$ cat config.mk
export PLATFORM = sky130hd
export DESIGN_NAME = seg_display_arbiter
export DESIGN_NICKNAME = d
export VERILOG_FILES = /design/src/rtl/seg_pkg.sv /design/src/rtl/seg_scan_div.sv /design/src/rtl/seg_display_arbiter.sv
export SDC_FILE = /design/constraint.sdc
export NUM_CORES = 1
export LEC_CHECK = 0
export CAP_MARGIN = 40
export CORE_UTILIZATION = 43
export CTS_CLUSTER_SIZE = 16
export DETAILED_ROUTE_END_ITERATION = 16
export GPL_ROUTABILITY_DRIVEN = 0
export HOLD_SLACK_MARGIN = 0.12
export PLACE_DENSITY = 0.8
export SETUP_SLACK_MARGIN = 0.3
export SYNTH_ARGS = -nofsm -noshare
export SYNTH_HDL_FRONTEND = slang
export SYNTH_SLANG_ARGS = --single-unit
$ cat constraint.sdc
create_clock -name clk -period 2.5 [get_ports clk]
set_clock_uncertainty 0.1 [all_clocks]
set_input_delay 0.75 -clock clk [delete_from_list [all_inputs] [get_ports clk]]
set_output_delay 0.75 -clock clk [all_outputs]
set_load 0.01 [all_outputs]
$ cat src/rtl/seg_pkg.sv
// ---------------------------------------------------------------------------
// seg_pkg
// Shared types and constants for the seven-segment display arbiter.
//   state_e        : arbiter FSM states (IDLE, HOLD)
//   DIGIT_W        : bits per hex digit
//   NUM_DIGITS     : digits on the display
//   VALUE_W        : width of one packed requester value
//   *_LSB          : bit position of each digit inside a packed value
// ---------------------------------------------------------------------------
package seg_pkg;

    typedef enum logic {
        IDLE = 1'b0,
        HOLD = 1'b1
    } state_e;

    localparam int DIGIT_W    = 4;
    localparam int NUM_DIGITS = 4;
    localparam int VALUE_W    = DIGIT_W * NUM_DIGITS;

    localparam int ONES_LSB      = 0;
    localparam int TENS_LSB      = 4;
    localparam int HUNDREDS_LSB  = 8;
    localparam int THOUSANDS_LSB = 12;

endpackage

$ cat src/rtl/seg_scan_div.sv
// ---------------------------------------------------------------------------
// seg_scan_div
// Free-running divider that paces the display multiplexing.
//   clk, rst_n (async, active-low)
//   scan_tick : one-cycle strobe every SCAN_DIV cycles (constant 1 if SCAN_DIV=1)
//   digit_sel : active digit index, advances the cycle after each scan_tick
// ---------------------------------------------------------------------------
module seg_scan_div #(
    parameter int SCAN_DIV = 100_000
) (
    input  logic       clk,
    input  logic       rst_n,
    output logic       scan_tick,
    output logic [1:0] digit_sel
);

    localparam int             CW       = (SCAN_DIV > 1) ? $clog2(SCAN_DIV) : 1;
    localparam logic [CW-1:0]  CNT_LAST = CW'(SCAN_DIV - 1);

    logic [CW-1:0] cnt_q, cnt_d;
    logic          tick_q, tick_d;
    logic [1:0]    sel_q, sel_d;

    always_comb begin
        cnt_d  = (cnt_q == CNT_LAST) ? '0 : cnt_q + 1'b1;
        // Tick is registered, so it is decoded from the count being loaded;
        // the strobe then lines up with the cycle in which cnt_q == CNT_LAST.
        tick_d = (cnt_d == CNT_LAST);
        sel_d  = tick_q ? sel_q + 2'd1 : sel_q;
    end

    always_ff @(posedge clk or negedge rst_n) begin
        if (!rst_n) begin
            cnt_q  <= '0;
            tick_q <= 1'b0;
            sel_q  <= 2'd0;
        end else begin
            cnt_q  <= cnt_d;
            tick_q <= tick_d;
            sel_q  <= sel_d;
        end
    end

    assign scan_tick = tick_q;
    assign digit_sel = sel_q;

endmodule

$ cat src/rtl/seg_display_arbiter.sv
// ---------------------------------------------------------------------------
// seg_display_arbiter
// Round-robin arbiter sharing a 4-digit seven-segment display among NUM_REQ
// requesters. A granted value is held on screen for HOLD_CYCLES cycles; one
// IDLE cycle always separates consecutive grants. Also hosts the scan divider.
//   clk, rst_n         : clock, asynchronous active-low reset
//   req_valid/req_value: per-requester offer; value i at [16i+15:16i]
//   req_ready          : one-cycle acceptance pulse per requester
//   ones..thousands    : registered digits to the display driver
//   owner, busy        : displayed requester index, high while in HOLD
//   scan_tick/digit_sel: divided scan strobe and active digit
// Optional build macro SEG_PRIO0_EN: requester 0 may preempt another owner
// during HOLD. Undefined: req_valid is ignored in HOLD.
// ---------------------------------------------------------------------------
module seg_display_arbiter
    import seg_pkg::*;
#(
    parameter int NUM_REQ     = 4,
    parameter int HOLD_CYCLES = 100_000_000,
    parameter int SCAN_DIV    = 100_000
) (
    input  logic                         clk,
    input  logic                         rst_n,
    input  logic [NUM_REQ-1:0]           req_valid,
    input  logic [VALUE_W*NUM_REQ-1:0]   req_value,
    output logic [NUM_REQ-1:0]           req_ready,
    output logic [DIGIT_W-1:0]           ones,
    output logic [DIGIT_W-1:0]           tens,
    output logic [DIGIT_W-1:0]           hundreds,
    output logic [DIGIT_W-1:0]           thousands,
    output logic [$clog2(NUM_REQ)-1:0]   owner,
    output logic                         busy,
    output logic                         scan_tick,
    output logic [1:0]                   digit_sel
);

    localparam int            OW        = $clog2(NUM_REQ);
    localparam int            HW        = (HOLD_CYCLES > 1) ? $clog2(HOLD_CYCLES) : 1;
    localparam logic [HW-1:0] HOLD_LAST = HW'(HOLD_CYCLES - 1);

    state_e               state_q, state_d;
    logic [OW-1:0]        ptr_q, ptr_d;
    logic [OW-1:0]        owner_q, owner_d;
    logic [HW-1:0]        hold_q, hold_d;
    logic [VALUE_W-1:0]   disp_q, disp_d;
    logic [NUM_REQ-1:0]   ready_q, ready_d;
    logic                 busy_q, busy_d;

    logic                 grant_found;
    logic [OW-1:0]        grant_idx;
    int                   rr_idx;

    // Round-robin search: first valid requester at or above ptr, wrapping.
    always_comb begin
        grant_found = 1'b0;
        grant_idx   = '0;
        rr_idx      = 0;
        for (int k = 0; k < NUM_REQ; k++) begin
            rr_idx = int'(ptr_q) + k;
            if (rr_idx >= NUM_REQ) begin
                rr_idx = rr_idx - NUM_REQ;
            end
            if (!grant_found && req_valid[rr_idx]) begin
                grant_found = 1'b1;
                grant_idx   = OW'(rr_idx);
            end
        end
    end

    always_comb begin
        state_d = state_q;
        ptr_d   = ptr_q;
        owner_d = owner_q;
        hold_d  = hold_q;
        disp_d  = disp_q;
        ready_d = '0;
        busy_d  = busy_q;

        case (state_q)
            IDLE: begin
                if (grant_found) begin
                    disp_d             = req_value[VALUE_W*int'(grant_idx) +: VALUE_W];
                    owner_d            = grant_idx;
                    ready_d[grant_idx] = 1'b1;
                    ptr_d              = (int'(grant_idx) == NUM_REQ - 1) ? '0 : grant_idx + 1'b1;
                    hold_d             = '0;
                    state_d            = HOLD;
                    busy_d             = 1'b1;
                end
            end
            HOLD: begin
                if (hold_q == HOLD_LAST) begin
                    state_d = IDLE;
                    busy_d  = 1'b0;
                end else begin
                    hold_d = hold_q + 1'b1;
                end
`ifdef SEG_PRIO0_EN
                // Preemption overrides hold expiry and restarts a full hold.
                if (req_valid[0] && (owner_q != '0)) begin
                    disp_d     = req_value[VALUE_W-1:0];
                    owner_d    = '0;
                    ready_d[0] = 1'b1;
                    ptr_d      = OW'(1);
                    hold_d     = '0;
                    state_d    = HOLD;
                    busy_d     = 1'b1;
                end
`endif
            end
            default: begin
                state_d = IDLE;
                busy_d  = 1'b0;
            end
        endcase
    end

    always_ff @(posedge clk or negedge rst_n) begin
        if (!rst_n) begin
            state_q <= IDLE;
            ptr_q   <= '0;
            owner_q <= '0;
            hold_q  <= '0;
            disp_q  <= '0;
            ready_q <= '0;
            busy_q  <= 1'b0;
        end else begin
            state_q <= state_d;
            ptr_q   <= ptr_d;
            owner_q <= owner_d;
            hold_q  <= hold_d;
            disp_q  <= disp_d;
            ready_q <= ready_d;
            busy_q  <= busy_d;
        end
    end

    assign req_ready = ready_q;
    assign owner     = owner_q;
    assign busy      = busy_q;
    assign ones      = disp_q[ONES_LSB      +: DIGIT_W];
    assign tens      = disp_q[TENS_LSB      +: DIGIT_W];
    assign hundreds  = disp_q[HUNDREDS_LSB  +: DIGIT_W];
    assign thousands = disp_q[THOUSANDS_LSB +: DIGIT_W];

    seg_scan_div #(
        .SCAN_DIV (SCAN_DIV)
    ) u_scan_div (
        .clk       (clk),
        .rst_n     (rst_n),
        .scan_tick (scan_tick),
        .digit_sel (digit_sel)
    );

endmodule

==> flow_metrics.env, run 1 <==
export IMPL_clock_latency_ns=0.35
export IMPL_vias=3758
export IMPL_p_switching_mw=0.718
export IMPL_wl_mm=10.9
export IMPL_slew_headroom=0.656
export IMPL_postRouteAntennaNets=0
export IMPL_endpoint="hold_q[7]$_DFFE_PN0P_"
export IMPL_worst_setup_path_start_kind="flip-flop"
export IMPL_area_growth_pct=37.8
export IMPL_synth_seq_cells=73
export IMPL_drc=0
export IMPL_fin_util=0.622
export IMPL_setup_viol=0
export IMPL_endpoint_kind="flip-flop"
export IMPL_crit_fanout=15
export IMPL_grt_pass1_wl_mm=18.1
export IMPL_r2r_slack_ns=0.32
export IMPL_peakVddDrop_uv=230
export IMPL_dp_hpwl_mm=7.73
export IMPL_cp_required_ns=2.67
export IMPL_die_x_um=101
export IMPL_yosysSeqAreaShare=0.432
export IMPL_switching_share=0.270
export IMPL_ff2ff_path_depth=5
export IMPL_clkTransAtPathRegs_ns=0.07
export IMPL_r2r_start="hold_q[2]$_DFFE_PN0P_"
export IMPL_core_area_um2=9370
export IMPL_ios=96
export IMPL_max_slew_worst_pin_slew_ns=0.514
export IMPL_dp_cells=657
export IMPL_cts_root_buf="clkbuf_8"
export IMPL_seq_area_um2=1830
export IMPL_num_antenna_cells=0
export IMPL_synth_edf_count=0
export IMPL_power_frac_clock=0.302
export IMPL_cts_sinks=73
export IMPL_multi_input_comb_area_um2=2340
export IMPL_critical_path_class="reg2reg"
export IMPL_cts_max_level=3
export IMPL_die_area_um2=10200
export IMPL_first_global_vias=3669
export IMPL_startpoint="hold_q[2]$_DFFE_PN0P_"
export IMPL_timing_final_crit_period_ns=2.18
export IMPL_pre_cts_ws_ns=-0.366
export IMPL_synthCells=426
export IMPL_hold_violations=0
export IMPL_clock_fmax_mhz=459
export IMPL_worst_slack_ns=0.322
export IMPL_rows=35
export IMPL_portBuffers=95
export IMPL_rsz0062_at_grt="yes"
export IMPL_p_leak_nw=2.54
export IMPL_synth_area_um2=4230
export IMPL_fin_crit_sh=0.871
export IMPL_clockBufferDepth=2
export IMPL_viasPerCell=5.58
export IMPL_pwr_density_cell_nw_per_um2=456
export IMPL_combPwrFrac=0.216
export IMPL_yosys_warnings=0
export IMPL_synthArstFlopShare=1.00
export IMPL_grt_ovfl_total=0
export IMPL_final_common_cell="clkdlybuf4s50_1"
export IMPL_fillers=770
export IMPL_drive_gt1_frac=0.156
export IMPL_syn_nets=502
export IMPL_drv_cap=0
export IMPL_cts_made_buffers=9
export IMPL_maxSlewViolCount=0
export IMPL_start_util=0.451
export IMPL_synth_ff_type="dfrtp_1"
export IMPL_holdBufCountCts=0
export IMPL_antenna_found_initial=0
export IMPL_fin_nets=617
export IMPL_final_cells=674
export IMPL_critical_path_arrival_ns=2.35
export IMPL_cellInternalPower_mw=1.94
export IMPL_hold_path_class="in2async"
export IMPL_grt_max_degree=74
export IMPL_cts_tree="done"
export IMPL_drt_iter0_drc=205
export IMPL_outcome="finished, final reports clean"
export IMPL_syn_avg_cell_area_um2=9.93
export IMPL_p_seq_frac=0.482
export IMPL_grt_total_usage=0.228
export IMPL_wire_per_inst_um=16.2
export IMPL_ys_types=61
export IMPL_die_h_um=101
export IMPL_final_cell_mix="90 x clkdlybuf4s50_1, 73 x dfrtp_1, 48 x nor2_1"
export IMPL_r2r_end="hold_q[7]$_DFFE_PN0P_"
export IMPL_drtPass1Iterations=4
[critical path: stages, from the launching register on]
cell       delay (ns)
dfrtp_1          0.44
and4_4           0.29
nand4_4          0.27
o31a_2           0.52
o2111ai_1        0.26
mux2i_1          0.22
[metrics by stage]
stage          setup TNS, ns  instance area, µm²  power, mW  hold WS [ns]
2_1_floorplan              0                4280       1.52         0.354
3_3_place_gp           -7.94                5560       1.82         0.360
3_5_place_dp          -10.52                5560       1.84         0.363
4_1_cts                    0                5750       2.66         0.334
5_1_grt                    0                5830       2.79         0.339
6_report                   0                5830       2.66         0.317
[registers in the layout (all words and copies together) (netlist names)]
name	flops
u_scan_div.cnt_q	17
state_q	1
busy	1
req_ready	4
owner	2
disp_q	16
u_scan_div.digit_sel	2
u_scan_div.scan_tick	1
ptr_q	2
hold_q	27
[cell usage after synthesis, types with 4 or more instances]
master,n,area share
inv_1,8,0.0071
a41o_1,4,0.0095
ha_1,6,0.018
buf_6,5,0.013
nor3_1,5,0.0059
nand4b_1,4,0.0083
mux2i_1,26,0.062
clkbuf_1,4,0.0035
buf_2,7,0.0083
buf_4,5,0.0089
xor2_1,8,0.017
and3_1,8,0.012
nor4_1,10,0.015
a211oi_1,18,0.032
o21ai_0,4,0.0047
nand2_1,42,0.037
a21oi_1,5,0.0059
o31ai_1,5,0.0089
a221oi_1,13,0.027
nand4_1,5,0.0074
dfrtp_1,73,0.43
nor2_1,49,0.043
nand3_1,14,0.017
xnor2_1,20,0.041
nand2b_1,4,0.0059
and2_1,20,0.030
[kinds of logic after synthesis]
group,after synthesis,share of synthesized area
AND/OR/NAND/NOR,190,0.244
multiplexers,27,0.0642
adder cells (fa/ha/maj),6,0.0178
buffers and inverters,31,0.0432
XOR/XNOR,28,0.0580
AO/OA/AOI/OAI,71,0.141
flip-flops,73,0.432
[power groups by stage]
stage / clock network [mW] / registers, mW / logic (mW)
finish: 0.803 / 1.28 / 0.574
global route: 0.887 / 1.29 / 0.616
detailed placement: 0 / 1.30 / 0.535
CTS: 0.819 / 1.28 / 0.559
floorplan: 0 / 1.31 / 0.208
global placement: 0 / 1.30 / 0.522
[area by class of cell]
| cell class | count | area share |
|---|---|---|
| Multi-Input combinational cell | 322 | 0.401 |
| Sequential cell | 73 | 0.313 |
| Timing Repair Buffer | 127 | 0.225 |
| Tap cell | 129 | 0.0277 |
| Clock buffer | 11 | 0.0243 |
| Inverter | 8 | 0.00515 |
| Clock inverter | 4 | 0.00343 |
[per-layer routing]
layer / GRT usage / part of all wire / routed length, µm
met1: 0.289 / 0.42 / 4570
met2: 0.386 / 0.51 / 5520
met3: 0.0373 / 0.045 / 494
met4: 0.103 / 0.028 / 305
met5: 0 / 0 / 0
[how the worst min path moves through the flow]
stage | end | slack, ns | cells past startpoint
floorplan | busy$_DFFE_PN0P_ | 0.35 | 0
global placement | u_scan_div.digit_sel[1]$_DFFE_PN0P_ | 0.36 | 1
detailed placement | u_scan_div.digit_sel[1]$_DFFE_PN0P_ | 0.36 | 1
CTS | u_scan_div.cnt_q[4]$_DFF_PN0_ | 0.33 | 2
global route | u_scan_div.cnt_q[6]$_DFF_PN0_ | 0.34 | 2
finish | u_scan_div.cnt_q[4]$_DFF_PN0_ | 0.32 | 2
[timing repair]
| action | CTS | global route |
|---|---|---|
| resized for setup | 6 | 22 |
| cloned | 1 | 0 |
| setup buffers | 1 | 0 |
| pin swaps | 3 | 5 |
| setup endpoints to repair | 48 | 23 |
No activity file was read; power rests on OpenSTA's default activity.
==> inputs of run 2 (changes only) <==
MAX_ROUTING_LAYER = met4   (was unset)
==> run 2 against run 1 <==
Routed wire length increased by 0.63%; final cell count unchanged; largest power group unchanged; maximum frequency increased by 0.20%; combinational power about the same; setup slack improved by 0.0044 ns; critical path type unchanged; sequential share of layout area unchanged; clock power increased by 0.7%.
==> flow_metrics.env, run 2 (synthesized netlist as in run 1, its figures left out) <==
export IMPL_fillers=770
export IMPL_wire_per_inst_um=16.3
export IMPL_core_area_um2=9370
export IMPL_critical_path_arrival_ns=2.34
export IMPL_top_register="hold_q"
export IMPL_multi_input_comb_area_um2=2340
export IMPL_rsz0062_at_grt="yes"
export IMPL_outcome="finished, final reports clean"
export IMPL_vias=3734
export IMPL_critPathMaxStageDelay_ns=0.52
export IMPL_die_h_um=101
export IMPL_hold_violations=0
export IMPL_startpoint="hold_q[2]$_DFFE_PN0P_"
export IMPL_clockBufferDepth=2
export IMPL_dp_hpwl_mm=7.73
export IMPL_setup_viol=0
export IMPL_cts_sinks=73
export IMPL_clock_fmax_mhz=460
export IMPL_hold_path_class="in2async"
export IMPL_portBuffers=95
export IMPL_final_cell_mix="90 x clkdlybuf4s50_1, 73 x dfrtp_1, 48 x nor2_1"
export IMPL_postRouteAntennaNets=0
export IMPL_drv_cap=0
export IMPL_die_x_um=101
export IMPL_pwr_density_cell_nw_per_um2=457
export IMPL_r2r_start="hold_q[2]$_DFFE_PN0P_"
export IMPL_worst_setup_path_start_kind="flip-flop"
export IMPL_grt_total_usage=0.236
export IMPL_num_antenna_cells=0
export IMPL_largest_registers="hold_q (27), u_scan_div.cnt_q (17), disp_q (16)"
export IMPL_timing_final_crit_period_ns=2.17
export IMPL_drt_iter0_drc=243
export IMPL_max_slew_worst_pin_slew_ns=0.505
export IMPL_die_area_um2=10200
export IMPL_endpoint_kind="flip-flop"
export IMPL_ff2ff_path_depth=5
export IMPL_grt_max_degree=74
export IMPL_cts_made_buffers=9
export IMPL_final_area_um2=5830
export IMPL_cts_root_buf="clkbuf_8"
export IMPL_path_cells="and4_4 -> nand4_4 -> o31a_2 -> o2111ai_1 -> mux2i_1"
export IMPL_final_cells=674
export IMPL_drc=0
export IMPL_final_common_cell="clkdlybuf4s50_1"
export IMPL_viasPerCell=5.54
export IMPL_cts_tree="done"
export IMPL_dp_cells=657
export IMPL_fin_crit_sh=0.869
export IMPL_drive_gt1_frac=0.156
export IMPL_first_global_vias=3671
export IMPL_fin_nets=617
export IMPL_placed_cell_area_um2=5560
export IMPL_largest_reg_flops=27
export IMPL_drtPass1Iterations=5
export IMPL_rows=35
export IMPL_clkTransAtPathRegs_ns=0.08
export IMPL_grt_pass1_wl_mm=18.0
export IMPL_peakVddDrop_uv=232
export IMPL_cts_max_level=3
export IMPL_start_util=0.451
export IMPL_antenna_found_initial=0
export IMPL_slew_headroom=0.662
export IMPL_cp_required_ns=2.67
export IMPL_r2r_slack_ns=0.33
export IMPL_area_growth_pct=37.8
export IMPL_crit_fanout=15
export IMPL_clock_latency_ns=0.35
export IMPL_cp_slowest_cell="o31a_2"
export IMPL_wl_mm=11.0
export IMPL_r2r_end="hold_q[7]$_DFFE_PN0P_"
export IMPL_p_leak_nw=2.54
export IMPL_ios=96
export IMPL_grt_ovfl_total=0
export IMPL_endpoint="hold_q[7]$_DFFE_PN0P_"
export IMPL_maxSlewViolCount=0
export IMPL_critical_path_class="reg2reg"
export IMPL_seq_area_um2=1830
run 2: worst min-delay path by stage:
stage                                                   start                             endpoint  slack [ns]  cells past startpoint
final                                                   rst_n        u_scan_div.cnt_q[4]$_DFF_PN0_        0.31                      2
after global routing                                    rst_n        u_scan_div.cnt_q[6]$_DFF_PN0_        0.34                      2
after CTS                                               rst_n        u_scan_div.cnt_q[4]$_DFF_PN0_        0.33                      2
after detailed placement  u_scan_div.digit_sel[1]$_DFFE_PN0P_  u_scan_div.digit_sel[1]$_DFFE_PN0P_        0.36                      1
after global placement    u_scan_div.digit_sel[1]$_DFFE_PN0P_  u_scan_div.digit_sel[1]$_DFFE_PN0P_        0.36                      1
after floorplan                                         rst_n                     busy$_DFFE_PN0P_        0.35                      0
run 2: repair_timing:
action | 4_1_cts | 5_1_grt
pin swaps | 3 | 5
resized for setup | 6 | 22
buffers inserted | 1 | 0
endpoints found under the hold margin | 0 | 0
cloned | 1 | 0
setup endpoints to repair | 48 | 23
hold buffers | 0 | 0
run 2: cell type report:
class	instances	share of cell area
Multi-Input combinational cell	322	0.401
Tap cell	129	0.0277
Timing Repair Buffer	127	0.225
Clock buffer	11	0.0243
Inverter	8	0.00515
Sequential cell	73	0.313
Clock inverter	4	0.00343
run 2: where the power goes:
part / internal, mW / switching [mW]
clock network: 0.375 / 0.433
logic: 0.331 / 0.243
registers: 1.23 / 0.0484
total: 1.94 / 0.725
run 2: per-layer routing:
metal,routed length (µm),global-route usage
met5,0,-
met4,278,0.103
met3,558,0.0359
met2,5600,0.387
met1,4520,0.288
run 2: stage by stage:
step	hold slack [ns]	setup TNS [ns]	setup WS, ns	utilization	total power [mW]
after floorplan	0.354	0	0.295	-	1.52
after global placement	0.360	-7.94	-0.284	0.593	1.82
after detailed placement	0.363	-10.52	-0.366	0.593	1.84
after CTS	0.334	0	0.315	0.614	2.66
after global routing	0.339	0	0.251	0.622	2.79
final	0.310	0	0.326	0.622	2.66
run 2: critical path: cells and delay by family, from the launching register on:
family	cells	cell delay, ns
AO/OA/AOI/OAI	2	0.77
flip-flops	1	0.44
multiplexers	1	0.22
AND/OR/NAND/NOR	2	0.56
==> inputs of run 3 (changes only) <==
TNS_END_PERCENT = 1   (was unset)
==> run 3 against run 2 <==
Utilization up 0.43 points; critical path depth increased by 1; clock power is 29% higher; combinational power is 6.8% lower; global-route usage increased by 0.91 points; routed wire length increased by 6.9%; maximum frequency shrank 5.5%; sequential cell count unchanged; final cell count increased by 1.0%.
==> flow_metrics.env, run 3 (synthesized netlist as in run 1, its figures left out) <==
export IMPL_outcome="finished, final reports clean"
export IMPL_setup_viol=0
export IMPL_pre_cts_ws_ns=-0.363
export IMPL_whs_ns=0.271
export IMPL_grt_max_degree=49
export IMPL_p_seq_frac=0.448
export IMPL_endpoint_kind="flip-flop"
export IMPL_cp_required_ns=2.69
export IMPL_portBuffers=95
export IMPL_viasPerCell=5.63
export IMPL_pwr_density_cell_nw_per_um2=487
export IMPL_largest_reg_flops=27
export IMPL_clockBufferDepth=2
export IMPL_timing_final_crit_period_ns=2.30
export IMPL_power_frac_clock=0.364
export IMPL_p_leak_nw=2.58
export IMPL_die_h_um=101
export IMPL_clock_latency_ns=0.36
export IMPL_cts_made_buffers=9
export IMPL_antenna_found_initial=0
export IMPL_worst_setup_path_start_kind="flip-flop"
export IMPL_rows=35
export IMPL_core_area_um2=9370
export IMPL_postRouteAntennaNets=0
export IMPL_hold_path_class="in2async"
export IMPL_clock_fmax_mhz=435
export IMPL_wl_mm=11.7
export IMPL_drv_cap=0
export IMPL_cts_max_level=3
export IMPL_cellInternalPower_mw=2.09
export IMPL_die_area_um2=10200
export IMPL_slew_headroom=0.606
export IMPL_tns_ns=0
export IMPL_hold_violations=0
export IMPL_wire_per_inst_um=17.2
export IMPL_critical_path_arrival_ns=2.49
export IMPL_dp_hpwl_mm=8.32
export IMPL_final_cell_mix="90 x clkdlybuf4s50_1, 72 x dfrtp_1, 48 x nor2_1"
export IMPL_grt_ovfl_total=0
export IMPL_start_util=0.451
export IMPL_fin_crit_sh=0.920
export IMPL_path_cells="nand4_1 -> buf_4 -> nor2_1 -> nand2_1 -> nor4b_1 -> o2111a_1"
export IMPL_cts_tree="done"
export IMPL_num_antenna_cells=0
export IMPL_critical_path_class="reg2reg"
export IMPL_grt_pass1_wl_mm=18.8
export IMPL_finalPower_mw=2.86
export IMPL_drt_iter0_drc=199
export IMPL_rsz0062_at_grt="yes"
export IMPL_final_common_cell="clkdlybuf4s50_1"
export IMPL_p_switching_mw=0.768
export IMPL_peakVddDrop_uv=285
export IMPL_max_slew_worst_pin_slew_ns=0.589
export IMPL_largest_registers="hold_q (27), u_scan_div.cnt_q (17), disp_q (16)"
export IMPL_clkTransAtPathRegs_ns=0.09
export IMPL_first_global_vias=3889
export IMPL_worst_slack_ns=0.200
export IMPL_critPathMaxStageDelay_ns=0.50
export IMPL_combPwrFrac=0.187
export IMPL_fin_nets=623
export IMPL_drc=0
export IMPL_top_register="hold_q"
export IMPL_vias=3832
export IMPL_fillers=792
export IMPL_area_growth_pct=38.8
export IMPL_grt_total_usage=0.245
export IMPL_drive_gt1_frac=0.163
export IMPL_cts_sinks=73
export IMPL_ios=96
export IMPL_switching_share=0.269
export IMPL_maxSlewViolCount=0
export IMPL_cts_root_buf="clkbuf_8"
export IMPL_cp_slowest_cell="dfrtp_1"
export IMPL_holdBufCountCts=0
export IMPL_drtPass1Iterations=4
export IMPL_fin_util=0.626
export IMPL_crit_fanout=8
export IMPL_die_x_um=101
-- run 3: worst paths after layout --
path / from / to / slack [ns] / depth (start not counted)
min in group clk: u_scan_div.digit_sel[1]$_DFFE_PN0P_ / u_scan_div.digit_sel[1]$_DFFE_PN0P_ / 0.38 / 1
max reg2reg: u_scan_div.cnt_q[7]$_DFF_PN0_ / u_scan_div.scan_tick$_DFF_PN0_ / 0.20 / 6
max in group asynchronous: rst_n / hold_q[26]$_DFFE_PN0P_ / 1.75 / 2
min: rst_n / disp_q[13]$_DFFE_PN0P_ / 0.27 / 2
max: u_scan_div.cnt_q[7]$_DFF_PN0_ / u_scan_div.scan_tick$_DFF_PN0_ / 0.20 / 6
min reg2reg: u_scan_div.digit_sel[1]$_DFFE_PN0P_ / u_scan_div.digit_sel[1]$_DFFE_PN0P_ / 0.38 / 1
-- run 3: stage by stage --
step	area (µm²)	cells
6_report	5870	681
5_1_grt	5870	681
4_1_cts	5760	674
3_5_place_dp	5530	658
3_3_place_gp	5530	658
2_1_floorplan	4280	426
-- run 3: layout make-up --
class                      instances  area (µm²)  share of cell area
clock inverter                     7        95.1              0.0162
inverter                           8        30.0             0.00512
clock buffer                       9         124              0.0211
multi-input combinational        322        2330               0.397
sequential                        73        1830               0.312
tap                              129         161              0.0275
timing repair buffer             133        1300               0.222
-- run 3: worst max-delay path, delay by kind of cell, from the launching register on --
kind	cells	cell delay, ns
DFF	1	0.50
buffers and inverters	1	0.23
AOI/OAI and AO/OA	1	0.31
and+or+nand+nor	4	1.09
-- run 3: repair_timing --
item,CTS,global route
pin swaps,4,4
endpoints found under the setup margin,38,26
resized for setup,7,10
setup buffers,0,7
-- run 3: power groups by stage --
stage,Clock [mW],Sequential [mW],Combinational [mW]
floorplan,0,1.31,0.208
global placement,0,1.30,0.513
detailed placement,0,1.30,0.526
CTS,1.05,1.28,0.528
global route,1.12,1.29,0.575
finish,1.04,1.28,0.535
-- run 3: routing by layer --
metal | wire length (µm) | global-route usage | vias to the layer above
met4 | 253 | 0.0803 | 0
li1 | - | - | 1798
met3 | 468 | 0.0490 | 20
met1 | 4820 | 0.284 | 1901
met5 | 0 | - | -
met2 | 6170 | 0.423 | 113
